### config.mk
export PLATFORM = sky130hd
export DESIGN_NAME = hazard_unit
export DESIGN_NICKNAME = d
export VERILOG_FILES = /design/src/rtl/hazard_unit.sv
export SDC_FILE = /design/constraint.sdc
export NUM_CORES = 1
export LEC_CHECK = 0
export ABC_AREA = 0
export CELL_PAD_IN_SITES_DETAIL_PLACEMENT = 0
export CELL_PAD_IN_SITES_GLOBAL_PLACEMENT = 1
export CORE_MARGIN = 2
export CORE_UTILIZATION = 37
export CTS_BUF_LIST = sky130_fd_sc_hd__clkbuf_16
export CTS_CLUSTER_SIZE = 20
export DETAILED_ROUTE_END_ITERATION = 10
export MAX_ROUTING_LAYER = met4
export PLACE_DENSITY_LB_ADDON = 0.1
export SLEW_MARGIN = 20
export SYNTH_ARGS = -nofsm -noshare
export SYNTH_HDL_FRONTEND = slang
export SYNTH_SLANG_ARGS = --single-unit
### constraint.sdc
create_clock -name clk -period 2.7 [get_ports clk]
set_input_delay 0.27 -clock clk [delete_from_list [all_inputs] [get_ports clk]]
set_output_delay 0.27 -clock clk [all_outputs]
set_load 0.01 [all_outputs]
### src/rtl/hazard_unit.sv
// Purpose: hazard, forwarding and redirect control for the 5-stage RISC-V pipeline, plus debug FSM/counters.
// Latency: stall/flush/forward/PCSrcE are combinational (0 cycles); hz_state, counters and stall_err update 1 edge later.
// Backpressure: none accepted; the unit asserts StallF/StallD to hold the front end on a load-use dependency.
//
// Ports:
//   clk, rst_n                  pipeline clock, asynchronous active-low reset
//   Rs1D, Rs2D                  Decode source registers
//   Rs1E, Rs2E, RdE             Execute source/destination registers
//   RdM, RdW                    Memory / Writeback destination registers
//   RegWriteM, RegWriteW        Memory / Writeback write enables
//   ResultSrcE                  Execute result-source select (LOAD_SRC marks a load)
//   JumpE, BranchE, ZeroE       Execute control-flow flags
//   clr_cnt                     synchronous clear of counters and stall_err
//   ForwardAE, ForwardBE        operand forward select (00 RF, 01 WB, 10 MEM)
//   StallF, StallD              hold PC and F->D register
//   FlushD, FlushE              bubble F->D and D->E registers
//   PCSrcE                      take branch/jump target
//   hz_state                    event FSM state (00 RUN, 01 STALLED, 10 REDIRECT)
//   stall_cnt, flush_cnt, taken_cnt  saturating event counters
//   stall_err                   sticky: load-use stall on two consecutive cycles

module hazard_unit #(
  parameter int         CNT_WIDTH = 32,
  parameter logic [1:0] LOAD_SRC  = 2'b01
) (
  input  logic                 clk,
  input  logic                 rst_n,
  input  logic [4:0]           Rs1D,
  input  logic [4:0]           Rs2D,
  input  logic [4:0]           Rs1E,
  input  logic [4:0]           Rs2E,
  input  logic [4:0]           RdE,
  input  logic [4:0]           RdM,
  input  logic [4:0]           RdW,
  input  logic                 RegWriteM,
  input  logic                 RegWriteW,
  input  logic [1:0]           ResultSrcE,
  input  logic                 JumpE,
  input  logic                 BranchE,
  input  logic                 ZeroE,
  input  logic                 clr_cnt,
  output logic [1:0]           ForwardAE,
  output logic [1:0]           ForwardBE,
  output logic                 StallF,
  output logic                 StallD,
  output logic                 FlushD,
  output logic                 FlushE,
  output logic                 PCSrcE,
  output logic [1:0]           hz_state,
  output logic [CNT_WIDTH-1:0] stall_cnt,
  output logic [CNT_WIDTH-1:0] flush_cnt,
  output logic [CNT_WIDTH-1:0] taken_cnt,
  output logic                 stall_err
);

  typedef enum logic [1:0] {
    RUN      = 2'b00,
    STALLED  = 2'b01,
    REDIRECT = 2'b10
  } hzState_t;

  localparam logic [CNT_WIDTH-1:0] CNT_MAX = {CNT_WIDTH{1'b1}};
  localparam logic [CNT_WIDTH-1:0] CNT_ONE = CNT_WIDTH'(1);

  hzState_t state;
  hzState_t stateNext;

  logic redirect;
  logic loadUse;
  logic lwStall;
  logic flushAny;

  // Forward select for one Execute source operand. Memory holds the younger
  // result so it wins over Writeback; x0 is hardwired zero and never forwards.
  function automatic logic [1:0] fwdSel(input logic [4:0] rs);
    logic [1:0] sel;
    sel = 2'b00;
    if (RegWriteM && (RdM != 5'd0) && (RdM == rs)) begin
      sel = 2'b10;
    end else if (RegWriteW && (RdW != 5'd0) && (RdW == rs)) begin
      sel = 2'b01;
    end
    return sel;
  endfunction

  // Saturating increment: stick at all-ones instead of wrapping.
  function automatic logic [CNT_WIDTH-1:0] incSat(input logic [CNT_WIDTH-1:0] v);
    return (v == CNT_MAX) ? v : v + CNT_ONE;
  endfunction

  // ---------------------------------------------------------------------------
  // Combinational hazard detection. Purely input-driven; the registered state
  // never feeds these. Everything is gated by rst_n so the pipeline sees a
  // quiet control word while reset is held.
  // ---------------------------------------------------------------------------
  always_comb begin
    redirect = 1'b0;
    loadUse  = 1'b0;
    lwStall  = 1'b0;
    flushAny = 1'b0;
    ForwardAE = 2'b00;
    ForwardBE = 2'b00;
    if (rst_n) begin
      redirect = JumpE | (BranchE & ZeroE);
      loadUse  = (ResultSrcE == LOAD_SRC) && (RdE != 5'd0) &&
                 ((RdE == Rs1D) || (RdE == Rs2D));
      // A redirect squashes the dependent Decode instruction anyway, so
      // stalling for it would only waste a cycle.
      lwStall  = loadUse & ~redirect;
      flushAny = lwStall | redirect;
      ForwardAE = fwdSel(Rs1E);
      ForwardBE = fwdSel(Rs2E);
    end
  end

  assign PCSrcE = redirect;
  assign StallF = lwStall;
  assign StallD = lwStall;
  assign FlushD = redirect;
  assign FlushE = flushAny;

  // ---------------------------------------------------------------------------
  // Event-history FSM: reflects what happened in the previous cycle.
  // ---------------------------------------------------------------------------
  always_ff @(posedge clk or negedge rst_n) begin
    if (!rst_n) begin
      state <= RUN;
    end else begin
      state <= stateNext;
    end
  end

  always_comb begin
    stateNext = RUN;
    if (redirect) begin
      stateNext = REDIRECT;
    end else if (lwStall) begin
      stateNext = STALLED;
    end
  end

  assign hz_state = state;

  // ---------------------------------------------------------------------------
  // Performance counters and sticky error. A load-use stall resolves in one
  // cycle, so a second consecutive stall points at a broken pipeline.
  // ---------------------------------------------------------------------------
  always_ff @(posedge clk or negedge rst_n) begin
    if (!rst_n) begin
      stall_cnt <= '0;
      flush_cnt <= '0;
      taken_cnt <= '0;
      stall_err <= 1'b0;
    end else if (clr_cnt) begin
      stall_cnt <= '0;
      flush_cnt <= '0;
      taken_cnt <= '0;
      stall_err <= 1'b0;
    end else begin
      if (lwStall) begin
        stall_cnt <= incSat(stall_cnt);
      end
      if (flushAny) begin
        flush_cnt <= incSat(flush_cnt);
      end
      if (redirect) begin
        taken_cnt <= incSat(taken_cnt);
      end
      if (lwStall && (state == STALLED)) begin
        stall_err <= 1'b1;
      end
    end
  end

endmodule
==> flow_summary.toml <==
[layout]
layout_commonest_cell = "clkdlybuf4s50_1"
fin_util = 0.5442
nets = 898
layout_common_cells = "clkdlybuf4s50_1, dfrtp_1, buf_4, nor2_1, a21oi_1"
drive_above_1_share = 0.1322
syn2layout_area_growth_pct = 42.39
fillers = 1422

[clock_tree]
path_clk_slew_ps = 60
cts-root-buf = "clkbuf_16"
cts_max_path_buffers = 2
clock_latency_ps = 350
cts_tree = "built"
cts_buffers = 9
cts_sinks = 99
cts_htree_levels = 3

[routing]
drt_wl_total_mm = 17.57
dr.pass1.iters = 5
wl_per_cell_um = 16.41
topRoutingLayerUsed = "met4"
antenna_left = 0
dr_wl_met3_mm = 1.014
met2_length_mm = 8.037
drc = 0
wl_met1_mm = 8.225
detailedRoute.firstIterationViolations = 307
vias = 5855
vias_per_cell = 5.467

[worst_setup_path]
regToRegSetupSlack_ps = 170
critical_path_class = "in2out"
ff2ff_path_depth = 9
r2r_start = "stall_cnt[0]"
start_kind = "input port"
crit_path_end_kind = "output port"
worstPathMaxFanout = 3
worst_r2r_endpoint = "stall_cnt[25]"
cp.arrival_ps = 2350
cp-startpoint = "RdE[3]"
crit_path_end = "StallD"
critical_path_required_ps = 2430

[synthesis]
async_flop_share = 1.000
synth-edff-count = 0
synth-seq-cells = 99
synth_cell_types = 49
synth_top_area_cell = "dfrtp_1"
synthesis.area_um2 = 5853
synth_fp_nets = 701
synth_top_cell_area_share = 0.4233
synth_area_per_cell_um2 = 8.963
yosysSeqAreaShare = 0.4233
syn_inst = 653
yosysWarnings = 0
synthFlopType = "dfrtp_1"
synth_area_leaders = "dfrtp_1, or4_1, o31ai_1"

[placed_design]
io_buffers = 152
place_ws_ps = -113.0
hpwl_mm = 13.07
gp_congestion = 0.8667

[power]
vdd_drop_max_mv = 0.2899
finalPower_mw = 3.056
leakage_nw = 3.212
power_density_nw_per_um2 = 366.7

[sta]
maxSlewHeadroom = 0.4013
finalSetupViolCount = 0
fin_crit_ps = 2623
worstMarginPinSlew_ps = 897.1
timing.final.crit_share = 0.9714
maxSlewViolCount = 0
skew_ps = 5.426
worst_slack_ps = 77.12
fmax_ghz = 0.3813
hold_viol_final = 0
tns_ps = 0

[global_route]
grt_overflow = 0
grt_pass1_vias = 5666
antenna_found_initial = 4
track_usage = 0.2204
grt_max_degree = 51
grt_pass1_wl_mm = 28.59

[run_status]
status = "completed"

[floorplan]
start_util = 0.3822
placeableCoreArea_um2 = 15310
fp.dieH_um = 129.8
rows = 45
die_x_um = 129.8
ios = 153
die-area_um2 = 16840

[job]
cap_violations = 0

[min_path]
hp-class = "in2async"
-- final cells by class --
class	instances	area (um^2)	share of cell area
Clock inverter	7	60.06	0.007206
Tap cell	211	264.0	0.03168
Antenna cell	5	12.51	0.001501
Inverter	20	75.07	0.009008
Timing Repair Buffer	221	2054	0.2465
Clock buffer	9	225.2	0.02702
Sequential cell	99	2477	0.2973
Multi-Input combinational cell	499	3166	0.3798
-- what timing repair did --
item,in CTS,in global routing
pin swaps,0,0
gates resized for setup,7,4
endpoints found under the setup margin,10,7
hold buffers,1,0
endpoints found under the hold margin,4,0
buffers inserted,0,2
-- state kept, by name, indices dropped and copies added, names as in the netlist --
register   cells
taken_cnt     32
stall_err      1
hz_state       2
flush_cnt     32
stall_cnt     32
-- worst min-delay path by stage --
| stage | endpoint | slack [ps] | cells past startpoint |
|---|---|---|---|
| after global placement | stall_cnt[24] | 120 | 1 |
| after floorplan | flush_cnt[0] | -30 | 0 |
| after global routing | stall_cnt[24] | 300 | 2 |
| after CTS | stall_cnt[24] | 290 | 2 |
| final | stall_cnt[24] | 300 | 2 |
| after detailed placement | stall_cnt[24] | 120 | 1 |
-- power by group --
part / internal [mW] / switching, mW / total (mW)
clock: 0.707 / 0.566 / 1.27
sequential: 1.49 / 0.00645 / 1.49
combinational: 0.132 / 0.157 / 0.289
-- cell families (layout without fill, tap and decap cells) --
logic type	after synthesis	in the layout	synth area share
adders and majority gates	3	3	0.006414
DFF	99	99	0.4233
other	0	5	0
AOI/OAI and AO/OA	119	119	0.1283
muxes	14	14	0.02672
buffers and inverters	55	257	0.03976
and+or+nand+nor	307	307	0.2918
xor gates and xnor gates	56	56	0.08380
-- metrics by stage --
stage / hold WS [ps] / cell area, um^2 / std cells
2_1_floorplan: -25.59 / 5853 / 653
4_1_cts: 289.9 / 8294 / 1064
3_3_place_gp: 119.5 / 7984 / 1047
3_5_place_dp: 117.4 / 7984 / 1047
6_report: 303.3 / 8334 / 1071
5_1_grt: 296.7 / 8332 / 1070
-- critical path, stage by stage --
cell and delay [ps]:
clkdlybuf4s50_1 460, buf_4 170, or4_1 500, o2111ai_2 220, or3_1 190, inv_2 70
clkdlybuf4s50_1 480
-- cell usage after synthesis (all sizes together) (3+ instances only) --
cell type   n
nor2       57
mux2       13
nor3       21
dfrtp      99
buf        12
or2         5
and4        9
o211ai      5
and3       10
xnor2      30
nand3      43
inv        20
o21a        5
and2        4
or3        17
ha          3
nor4b       3
or4        39
o31ai      35
xor2       26
clkbuf     23
a21oi      47
o21ai      15
nand4      17
nor4       25
nor2b      10
nand2      41
-- layer usage --
metal	vias to the layer above	track usage
li1	2831	-
met1	2841	0.2944
met2	164	0.3385
met3	19	0.04305
met4	0	0.07147
met5	-	-
(Power assumes the default switching activity.)
